<file path="config.mk">
export PLATFORM = sky130hd
export DESIGN_NAME = alu_sequencer
export DESIGN_NICKNAME = d
export VERILOG_FILES = /design/src/rtl/alu_seq_pkg.sv /design/src/rtl/seq_decode.sv /design/src/rtl/alu_sequencer.sv
export SDC_FILE = /design/constraint.sdc
export NUM_CORES = 1
export LEC_CHECK = 0
export BUFFER_PORTS_ARGS = -buffer_cell sky130_fd_sc_hd__buf_2
export CAP_MARGIN = 5
export CELL_PAD_IN_SITES_DETAIL_PLACEMENT = 0
export CELL_PAD_IN_SITES_GLOBAL_PLACEMENT = 1
export CORE_ASPECT_RATIO = 1.2
export CORE_MARGIN = 2
export CORE_UTILIZATION = 45
export CTS_CLUSTER_SIZE = 40
export DETAILED_ROUTE_END_ITERATION = 10
export PLACE_DENSITY = 0.87
export SYNTH_ARGS = -nofsm -noshare
export SYNTH_HDL_FRONTEND = slang
export SYNTH_SLANG_ARGS = --single-unit
</file>
<file path="constraint.sdc">
create_clock -name clk -period 6.4 [get_ports clk]
set_input_delay 0.64 -clock clk [delete_from_list [all_inputs] [get_ports clk]]
set_output_delay 0.64 -clock clk [all_outputs]
set_load 0.02 [all_outputs]
</file>
<file path="src/rtl/alu_seq_pkg.sv">
// rtl/alu_seq_pkg.sv - shared opcodes, control codes, FSM states and control bundle for alu_sequencer
package alu_seq_pkg;

    localparam int SEQ_W = 10;

    localparam logic [2:0] OP_ALU  = 3'b000;
    localparam logic [2:0] OP_LI   = 3'b001;
    localparam logic [2:0] OP_MOV  = 3'b010;
    localparam logic [2:0] OP_JAL  = 3'b011;
    localparam logic [2:0] OP_BEQ  = 3'b100;
    localparam logic [2:0] OP_HALT = 3'b111;

    localparam logic [1:0] ALU_ADD = 2'b00;
    localparam logic [1:0] ALU_SUB = 2'b01;
    localparam logic [1:0] ALU_EQ  = 2'b10;
    localparam logic [1:0] ALU_LT  = 2'b11;

    localparam logic [1:0] WV_ALU = 2'b00;
    localparam logic [1:0] WV_PC  = 2'b01;
    localparam logic [1:0] WV_IMM = 2'b10;
    localparam logic [1:0] WV_RB  = 2'b11;

    typedef enum logic [2:0] {
        ST_IDLE,
        ST_FETCH,
        ST_DECODE,
        ST_EXEC,
        ST_WB,
        ST_HALT
    } state_e;

    // Everything the sequencer presents to the register file / ALU, registered as one bundle.
    typedef struct packed {
        logic [1:0]       ra;
        logic [1:0]       rb;
        logic [1:0]       wa;
        logic             we;
        logic [1:0]       alu_op;
        logic [1:0]       wv_op;
        logic [SEQ_W-1:0] imm;
        logic [SEQ_W-1:0] pcv;
    } ctrl_t;

    function automatic logic [SEQ_W-1:0] sext5(input logic [4:0] v);
        return {{(SEQ_W-5){v[4]}}, v};
    endfunction

    function automatic logic [SEQ_W-1:0] sext3(input logic [2:0] v);
        return {{(SEQ_W-3){v[2]}}, v};
    endfunction

endpackage

</file>
<file path="src/rtl/seq_decode.sv">
// rtl/seq_decode.sv - combinational instruction decoder for alu_sequencer
module seq_decode
    import alu_seq_pkg::*;
(
    input  logic [SEQ_W-1:0] instr,
    output logic [1:0]       rd,
    output logic [1:0]       rs,
    output logic [1:0]       alu_op,
    output logic [1:0]       wv_op,
    output logic [SEQ_W-1:0] imm_sext,
    output logic [SEQ_W-1:0] br_off,
    output logic             writes_rf,
    output logic             is_jal,
    output logic             is_beq,
    output logic             is_halt,
    output logic             is_illegal
);

    logic [2:0] opcode;

    always_comb begin
        opcode     = instr[9:7];
        rd         = instr[6:5];
        rs         = instr[4:3];
        imm_sext   = sext5(instr[4:0]);
        br_off     = sext3(instr[2:0]);
        alu_op     = ALU_ADD;
        wv_op      = WV_ALU;
        writes_rf  = 1'b0;
        is_jal     = 1'b0;
        is_beq     = 1'b0;
        is_halt    = 1'b0;
        is_illegal = 1'b0;
        case (opcode)
            OP_ALU: begin
                alu_op    = instr[1:0];
                writes_rf = 1'b1;
            end
            OP_LI: begin
                wv_op     = WV_IMM;
                writes_rf = 1'b1;
            end
            OP_MOV: begin
                wv_op     = WV_RB;
                writes_rf = 1'b1;
            end
            OP_JAL: begin
                wv_op     = WV_PC;
                writes_rf = 1'b1;
                is_jal    = 1'b1;
            end
            OP_BEQ: begin
                alu_op = ALU_EQ;
                is_beq = 1'b1;
            end
            OP_HALT: is_halt = 1'b1;
            default: is_illegal = 1'b1;
        endcase
    end

endmodule

</file>
<file path="src/rtl/alu_sequencer.sv">
// rtl/alu_sequencer.sv - fetch/decode/exec/writeback sequencer driving the 10-bit ALU datapath
module alu_sequencer
    import alu_seq_pkg::*;
#(
    parameter int                DATA_W   = SEQ_W,
    parameter logic [DATA_W-1:0] PC_RESET = 10'd0
) (
    input  logic              clk,
    input  logic              rst_n,
    input  logic              start,
    output logic              imem_req,
    output logic [DATA_W-1:0] imem_addr,
    input  logic              imem_ack,
    input  logic [DATA_W-1:0] imem_data,
    output logic [1:0]        rf_ra,
    output logic [1:0]        rf_rb,
    output logic [1:0]        rf_wa,
    output logic              rf_we,
    output logic [1:0]        alu_operation,
    output logic [1:0]        writeval_op,
    output logic [DATA_W-1:0] imm_val,
    output logic [DATA_W-1:0] pcvalue,
    input  logic              alu_result,
    output logic              halted,
    output logic              illegal
);

    state_e            state_q, state_d;
    logic [DATA_W-1:0] pc_q, pc_d;
    logic [DATA_W-1:0] ir_q, ir_d;
    logic              illegal_q, illegal_d;
    logic              flag_q, flag_d;
    ctrl_t             ctrl_q, ctrl_d;

    logic [1:0]        dec_rd, dec_rs, dec_alu_op, dec_wv_op;
    logic [DATA_W-1:0] dec_imm, dec_br_off;
    logic              dec_writes, dec_jal, dec_beq, dec_halt, dec_illegal;
    logic [DATA_W-1:0] pc_inc;

    seq_decode u_decode (
        .instr      (ir_q),
        .rd         (dec_rd),
        .rs         (dec_rs),
        .alu_op     (dec_alu_op),
        .wv_op      (dec_wv_op),
        .imm_sext   (dec_imm),
        .br_off     (dec_br_off),
        .writes_rf  (dec_writes),
        .is_jal     (dec_jal),
        .is_beq     (dec_beq),
        .is_halt    (dec_halt),
        .is_illegal (dec_illegal)
    );

    assign pc_inc = pc_q + DATA_W'(1);

    always_comb begin
        state_d   = state_q;
        pc_d      = pc_q;
        ir_d      = ir_q;
        illegal_d = illegal_q;
        flag_d    = flag_q;
        ctrl_d    = ctrl_q;
        case (state_q)
            ST_IDLE: begin
                if (start) begin
                    state_d = ST_FETCH;
                    pc_d    = PC_RESET;
                end
            end
            ST_FETCH: begin
                if (imem_ack) begin
                    ir_d    = imem_data;
                    state_d = ST_DECODE;
                end
            end
            ST_DECODE: begin
                if (dec_halt || dec_illegal) begin
                    state_d   = ST_HALT;
                    illegal_d = dec_illegal;
                end else begin
                    ctrl_d.ra     = dec_rd;
                    ctrl_d.rb     = dec_rs;
                    ctrl_d.wa     = dec_rd;
                    ctrl_d.we     = 1'b0;
                    ctrl_d.alu_op = dec_alu_op;
                    ctrl_d.wv_op  = dec_wv_op;
                    ctrl_d.imm    = dec_imm;
                    ctrl_d.pcv    = pc_inc;
                    state_d       = ST_EXEC;
                end
            end
            ST_EXEC: begin
                flag_d    = alu_result;
                ctrl_d.we = dec_writes;
                state_d   = ST_WB;
            end
            ST_WB: begin
                // Clearing the bundle here drops rf_we after exactly one cycle.
                ctrl_d = '0;
                if (dec_jal) begin
                    pc_d = pc_inc + dec_imm;
                end else if (dec_beq && flag_q) begin
                    pc_d = pc_inc + dec_br_off;
                end else begin
                    pc_d = pc_inc;
                end
                state_d = ST_FETCH;
            end
            ST_HALT: begin
                if (start) begin
                    state_d   = ST_FETCH;
                    pc_d      = PC_RESET;
                    illegal_d = 1'b0;
                end
            end
            default: begin
                state_d = ST_IDLE;
                ctrl_d  = '0;
            end
        endcase
    end

    always_ff @(posedge clk or negedge rst_n) begin
        if (!rst_n) begin
            state_q   <= ST_IDLE;
            pc_q      <= PC_RESET;
            ir_q      <= '0;
            illegal_q <= 1'b0;
            flag_q    <= 1'b0;
            ctrl_q    <= '0;
        end else begin
            state_q   <= state_d;
            pc_q      <= pc_d;
            ir_q      <= ir_d;
            illegal_q <= illegal_d;
            flag_q    <= flag_d;
            ctrl_q    <= ctrl_d;
        end
    end

    assign imem_req      = (state_q == ST_FETCH);
    assign imem_addr     = pc_q;
    assign halted        = (state_q == ST_HALT);
    assign illegal       = illegal_q;
    assign rf_ra         = ctrl_q.ra;
    assign rf_rb         = ctrl_q.rb;
    assign rf_wa         = ctrl_q.wa;
    assign rf_we         = ctrl_q.we;
    assign alu_operation = ctrl_q.alu_op;
    assign writeval_op   = ctrl_q.wv_op;
    assign imm_val       = ctrl_q.imm;
    assign pcvalue       = ctrl_q.pcv;

endmodule
</file>
==> results of run 1 <==
cell usage after synthesis (4+ instances only):
cell / number
sky130_fd_sc_hd__dfrtp_1: 47
sky130_fd_sc_hd__nand2_1: 37
sky130_fd_sc_hd__o21ai_0: 28
sky130_fd_sc_hd__nor2_1: 24
sky130_fd_sc_hd__ha_1: 21
sky130_fd_sc_hd__a21oi_1: 16
sky130_fd_sc_hd__inv_1: 14
sky130_fd_sc_hd__a22o_1: 12
sky130_fd_sc_hd__xor2_1: 12
sky130_fd_sc_hd__buf_4: 9
sky130_fd_sc_hd__xnor2_1: 9
sky130_fd_sc_hd__mux2_2: 8
sky130_fd_sc_hd__nand3_1: 8
sky130_fd_sc_hd__o21a_1: 8
sky130_fd_sc_hd__buf_2: 6
sky130_fd_sc_hd__clkbuf_1: 5
sky130_fd_sc_hd__nor3_1: 5
sky130_fd_sc_hd__nand2b_1: 4
sky130_fd_sc_hd__o211ai_1: 4
registers in the layout (all words and copies together) (netlist names):
name / cells
imm_val: 4
rf_rb: 1
writeval_op: 2
imem_addr: 10
alu_operation: 2
rf_we: 1
flag_q: 1
illegal: 1
state_q: 3
ir_q: 10
rf_ra: 2
pcvalue: 10
logic make-up (layout without fill, tap and decap cells):
kind of cell	Yosys count	in the layout	synth area share, %
multiplexers	8	8	3.01
flip-flops	47	47	39.3
AO/OA/AOI/OAI	92	92	20.5
adder cells (fa/ha/maj)	23	23	9.78
XOR/XNOR	22	22	6.69
AND/OR/NAND/NOR	95	95	15.1
buffers and inverters	34	81	5.64
per-layer routing:
layer / vias to the layer above / track usage (%)
li1: 1230 / -
met1: 1200 / 28.6
met2: 57 / 34.8
met3: 8 / 2.51
met4: 0 / 5.85
met5: - / 0
final timing paths:
| kind | from | endpoint | slack (ns) | cells after the start |
|---|---|---|---|---|
| setup / recovery | imem_addr[0] | imem_addr[9] | 3.48 | 12 |
| hold / removal | writeval_op[0] | writeval_op[0] | 0.48 | 2 |
| setup reg to reg | imem_addr[0] | imem_addr[9] | 3.48 | 12 |
| hold reg to reg | writeval_op[0] | writeval_op[0] | 0.48 | 2 |
| max in group asynchronous | rst_n | rf_ra[0] | 5.24 | 1 |
| min in group asynchronous | rst_n | imem_addr[4] | 0.51 | 1 |
metrics by stage:
step / power (mW) / instance area [um^2] / std cells / worst slack [ns]
2_1_floorplan: 1.28 / 2990 / 321 / 3.77
3_3_place_gp: 1.51 / 3280 / 445 / 3.64
3_5_place_dp: 1.52 / 3280 / 445 / 3.51
4_1_cts: 1.78 / 3410 / 453 / 3.50
5_1_grt: 1.93 / 3410 / 453 / 3.09
6_report: 1.78 / 3410 / 453 / 3.48
power groups by stage:
stage               Clock, mW  Sequential, mW  Combinational [mW]
global placement            0           0.532               0.976
CTS                     0.265           0.530               0.989
detailed placement          0           0.535               0.985
floorplan                   0           0.556               0.723
finish                  0.260           0.530               0.991
global route            0.276           0.552                1.10
cell type report:
| class | count | share of cell area [%] |
|---|---|---|
| Clock buffer | 6 | 2.13 |
| Clock inverter | 2 | 1.76 |
| Inverter | 14 | 1.54 |
| Multi-Input combinational cell | 240 | 48.3 |
| Sequential cell | 47 | 34.5 |
| Tap cell | 85 | 3.12 |
| Timing Repair Buffer | 59 | 8.72 |
layout by cell type (no fill, tap or decap), drive strengths merged, types with 2 or more instances in the layout:
cell and count:
a211oi 2, a21o 2, a21oi 17, a22o 12, a22oi 3, and3 3, and4 2, buf 59
bufinv 2, clkbuf 6, dfrtp 47, ha 21, inv 14, mux2 8, nand2 37, nand2b 4
nand3 8, nand4 3, nor2 24, nor2b 2, nor3 5, nor3b 3, o211ai 4, o21a 8
o21ai 31, o21bai 2, o31ai 2, o32ai 2, or2 2, xnor2 10, xor2 12
worst max-delay path: cells and delay by family (launching register included):
| family | cells | cell delay [ns] |
|---|---|---|
| adder cells (fa/ha/maj) | 2 | 0.65 |
| AND/OR/NAND/NOR | 4 | 0.50 |
| XOR/XNOR | 3 | 0.72 |
| flip-flops | 1 | 0.47 |
| AO/OA/AOI/OAI | 3 | 0.52 |
==> run_results.csv, run 1 <==
group,metric,value,unit
logic_synthesis,synth_top_flop_cell,"sky130_fd_sc_hd__dfrtp_1",
die,horizontal_die_dimension,78.4,um
logic_synthesis,synth.cell_area,0.00299,mm^2
drt,wl_met2,3460,um
grt,grt_resource_usage_total,20.8,%
logic_synthesis,ys_seq_area_share,39.3,%
logic_synthesis,synth.net_count,358,
power_and_ir_drop,seq_power_share,29.7,%
logic_synthesis,synthDistinctLibCells,49,
cts,cts-root-to-sink-buffers,2,
power_and_ir_drop,leakagePower,1.73,nW
cts,ctsRootBufferMaster,"sky130_fd_sc_hd__clkbuf_8",
cts,clock_sinks,47,
logic_synthesis,syn-mean-instance-area,9.32,um^2
power_and_ir_drop,switching_part_of_the_total_power,46.4,%
timing,period_needed,2.92,ns
placement,portBuffers,58,
timing,hold_viol_final,0,
placement,detailed_place_hpwl,5450,um
finish,area_delta_synth_final,14.0,%
drt,routed_wire_length_per_instance,15.9,um
cts,tritoncts,"yes",
grt,via_count_of_the_first_global_routing_pass,2392,
power_and_ir_drop,share_comb_of_total_power,55.6,%
cts,ctsHtreeMaxLevel,2,
drt,met3WireLength,217,um
logic_synthesis,post-synth-top-area-cell,"sky130_fd_sc_hd__dfrtp_1",
finish,drive_above_1_share,22.6,%
die,top_level_ports,59,
logic_synthesis,synth_async_sr_flop_share,100,%
setup_path,cp_slowest_cell,"sky130_fd_sc_hd__dfrtp_1",
grt,global_route.overflow_total,0,
timing,fin_crit_sh,45.7,%
timing,max-slew-margin-rel,30.2,%
cts,postCtsSetupBuffers,0,
grt,grt_pass1_wl,12100,um
drt,dr.max_layer_used,"met4",
drt,drtPass1Iterations,7,
grt,grt_max_degree,48,
cts,clock_latency,0.31,ns
cts,cts_clk_pin_slew_worst_paths,0.10,ns
timing,timing.clock.skew,0.0159,ns
logic_synthesis,synth_edf_count,0,
min_path,hp-class,"flop to flop",
die,placementRows,32,
cts,tritoncts.num_buffers,5,
timing,timing.hold.ws,0.483,ns
power_and_ir_drop,clock_power_share,14.6,%
drt,detail_route.wirelength,7210,um
power_and_ir_drop,power_density,522,mW/mm^2
drt,dr_total_vias,2495,
drt,detail-route-antenna-nets,0,
die,die_height,93.3,um
timing,slew_viol_final,0,
setup_path,crit_path_frequent_cell,"sky130_fd_sc_hd__xor2_1",
finish,area.sequential,0.00118,mm^2
finish,insertedDiodeCount,0,
die,die-area,0.00732,mm^2
finish,finalNetCount,404,
run_status,result_of_the_run,"finished clean",
setup_path,critPathMaxFanout,8,
run,maxCapViolCount,0,
logic_synthesis,netlist_top_cells_area,"sky130_fd_sc_hd__dfrtp_1 (39%), sky130_fd_sc_hd__ha_1 (8.8%), sky130_fd_sc_hd__o21ai_0 (4.7%)",
drt,route.detailed.drc,0,
logic_synthesis,yosys_warnings,0,
drt,post_drt_via_cell_ratio,5.51,
setup_path,slowest_delay,0.47,ns
drt,drtIter0Drc,132,
die,core_area,0.00645,mm^2
power_and_ir_drop,ir_worst_vdd,0.000166,V
power_and_ir_drop,power.switching,0.827,mW
finish,n_fill_cell,591,
grt,antenna_found_initial,0,
timing,maxClockFrequency,342,MHz
timing,worst_pin_slew,1.05,ns
timing,setup_tns,0,ns
setup_path,worst-setup-path-type,"flop to flop",
placement,globalplace.congestion,0.947,
finish,multi_input_comb_area,0.00165,mm^2
timing,rsz_0062_raised_after_global_routing,"false",
logic_synthesis,synth_cells,321,
setup_path,crit_required,6.64,ns
setup_path,critical_path.cell_chain,"ha_1 > nand4_1 > nor2_1 > xor2_1 > ha_1 > nand4_1 > a31oi_1 > a211oi_1 > xor2_1 > nor2_1 > xor2_1 > o21ai_1",
logic_synthesis,netlist.area_leader.share,39.3,%
drt,wirelength_met1,3440,um
die,initial_utilization,46.4,%
power_and_ir_drop,power_report.internal_total,0.955,mW
logic_synthesis,postSynthRegisterBits,47,
cts,number_of_gates_resized_after_cts,0,
timing,report.final.setup_viol,0,
setup_path,worst_setup_path_start_kind,"flop",
setup_path,critical_path.endpoint_type,"flop",
cts,cts_hold_repair.buffers,0,
setup_path,worstPathArrival,3.17,ns
finish,utilization,53.0,%
Power figures use the tool's default switching activity.
==> run 2: changes to the inputs <==
--- a/config.mk
+++ b/config.mk
@@ -11,10 +11,10 @@
 export CELL_PAD_IN_SITES_GLOBAL_PLACEMENT = 1
 export CORE_ASPECT_RATIO = 1.2
 export CORE_MARGIN = 2
-export CORE_UTILIZATION = 45
+export CORE_UTILIZATION = 42
 export CTS_CLUSTER_SIZE = 40
 export DETAILED_ROUTE_END_ITERATION = 10
-export PLACE_DENSITY = 0.87
+export PLACE_DENSITY = 0.82
 export SYNTH_ARGS = -nofsm -noshare
 export SYNTH_HDL_FRONTEND = slang
 export SYNTH_SLANG_ARGS = --single-unit
==> constraint.sdc (replaced) <==
create_clock -name clk -period 3 [get_ports clk]
set_input_delay 0.3 -clock clk [delete_from_list [all_inputs] [get_ports clk]]
set_output_delay 0.3 -clock clk [all_outputs]
set_load 0.02 [all_outputs]
==> run_results.csv, run 2 (synthesis gave the netlist of run 1 again) <==
group,metric,value,unit
run_status,result_of_the_run,"finished clean",
timing,report.final.setup_viol,0,
timing,timing.hold.ws,0.181,ns
setup_path,critical_path.cell_chain,"ha_1 > nand4_1 > nor2_1 > xor2_2 > ha_1 > nand4_1 > a31oi_1 > a211oi_1 > xor2_1 > nor2_1 > xor2_1 > o21ai_1",
grt,grt_resource_usage_total,20.2,%
drt,dr.max_layer_used,"met4",
drt,routed_wire_length_per_instance,16.1,um
drt,met3WireLength,200,um
setup_path,critical_path.endpoint_type,"flop",
cts,tritoncts,"yes",
cts,ctsHtreeMaxLevel,2,
setup_path,worst-setup-path-type,"flop to flop",
drt,post_drt_via_cell_ratio,5.38,
placement,globalplace.congestion,0.864,
cts,clock_sinks,47,
die,die-area,0.00782,mm^2
min_path,hp-class,"input port to async pin",
placement,dp_worst_setup_slack,0.244,ns
grt,grt_pass1_wl,12100,um
setup_path,worst-r2r-setup-slack,0.24,ns
grt,via_count_of_the_first_global_routing_pass,2401,
cts,ctsRootBufferMaster,"sky130_fd_sc_hd__clkbuf_8",
drt,detail_route.wirelength,7460,um
timing,hold_viol_final,0,
die,initial_utilization,43.7,%
setup_path,cp_slowest_cell,"sky130_fd_sc_hd__dfrtp_1",
finish,commonest_non_fill_non_tap_cell_in_the_layout,"sky130_fd_sc_hd__buf_2",
finish,most-common-layout-cells,"sky130_fd_sc_hd__buf_2 (58), sky130_fd_sc_hd__dfrtp_1 (47), sky130_fd_sc_hd__nand2_1 (37)",
die,top_level_ports,59,
timing,period_needed,2.76,ns
grt,antenna_found_initial,0,
timing,maxClockFrequency,363,MHz
setup_path,critPathMaxFanout,8,
placement,detailed_place_hpwl,5690,um
setup_path,slowest_delay,0.48,ns
timing,setup_slack,0.244,ns
finish,finalNetCount,411,
drt,wl_met2,3840,um
cts,tritoncts.num_buffers,5,
die,horizontal_die_dimension,81.1,um
power_and_ir_drop,leakagePower,1.76,nW
drt,dr_total_vias,2485,
finish,insertedDiodeCount,0,
drt,route.detailed.drc,0,
cts,clock_latency,0.30,ns
setup_path,crit_required,3.24,ns
die,die_height,96.5,um
grt,global_route.overflow_total,0,
power_and_ir_drop,power_density,1110,mW/mm^2
drt,detail-route-antenna-nets,0,
timing,max-slew-margin-rel,28.9,%
timing,setup_tns,0,ns
placement,portBuffers,58,
timing,worst_pin_slew,1.07,ns
finish,drive_above_1_share,24.5,%
die,placementRows,33,
timing,fin_crit_sh,91.9,%
cts,cts-root-to-sink-buffers,2,
drt,drtPass1Iterations,4,
power_and_ir_drop,ir_worst_vdd,0.000436,V
grt,grt_max_degree,48,
setup_path,worstPathArrival,2.99,ns
setup_path,crit-reg2reg-launch,"imem_addr[0]",
die,core_area,0.00685,mm^2
run,maxCapViolCount,0,
setup_path,r2r-end,"imem_addr[9]",
finish,utilization,50.8,%
setup_path,timing.reg2reg.worst_path_depth,12,
timing,timing.clock.skew,0.0107,ns
cts,cts_clk_pin_slew_worst_paths,0.09,ns
timing,slew_viol_final,0,
setup_path,worst_setup_path_start_kind,"flop",
finish,area_delta_synth_final,16.3,%
drt,drtIter0Drc,91,
power_and_ir_drop,design_power_total,3.88,mW
drt,wirelength_met1,3340,um
## run 2: cell count changes in the layout (fill, tap and decap cells not counted), sizes merged
cell      before  now
clkbuf         6    5
buf           59   66
clkinvlp       0    1
## run 2: worst max path at each step
| stage | startpoint | end | slack (ns) | depth (start not counted) |
|---|---|---|---|---|
| after CTS | imem_addr[0] | imem_addr[9] | 0.22 | 12 |
| after detailed placement | imem_addr[0] | imem_addr[9] | 0.24 | 12 |
| after floorplan | imem_addr[0] | imem_addr[9] | 0.37 | 12 |
| after global placement | imem_addr[0] | imem_addr[9] | 0.27 | 12 |
| after global routing | imem_addr[0] | imem_addr[9] | -0.009 | 12 |
| final | imem_addr[0] | imem_addr[9] | 0.24 | 12 |
## run 2: cell type report
class,instances,area [um^2]
clock buffer,5,68.8
clock inverter,3,67.6
multi-input combinational,240,1660
tap,87,109
timing repair buffer,66,350
inverter,14,52.6
sequential,47,1180
fill,671,3370
## run 2: per-stage QoR
step           cell area, um^2  std cells
6_report                  3480        462
5_1_grt                   3480        462
4_1_cts                   3470        462
3_5_place_dp              3340        454
3_3_place_gp              3340        454
2_1_floorplan             2990        321
## run 2: critical path: cells and delay by family (launching register included)
kind	cells	cell delay, ns
and+or+nand+nor	4	0.53
AOI/OAI and AO/OA	3	0.46
adders and majority gates	2	0.63
xor gates and xnor gates	3	0.59
DFF	1	0.48
## run 2: report_power, final
group,switching [mW],leakage [nW],internal [mW]
Combinational,1.30,1.08,0.895
Clock,0.223,0.0644,0.332
Sequential,0.272,0.619,0.849
Total,1.80,1.76,2.08
## run 2: repair_timing
| item | CTS | global route |
|---|---|---|
| setup buffers | 0 | 0 |
| endpoints found under the setup margin | 0 | 1 |
| resized for setup | 0 | 1 |
| hold buffers | 0 | 0 |
## run 2: metal layers
metal  vias up  GRT usage, %
met2        46          34.4
li1       1242             -
met5         -             0
met3         7          1.86
met4         0          7.06
met1      1190          26.6
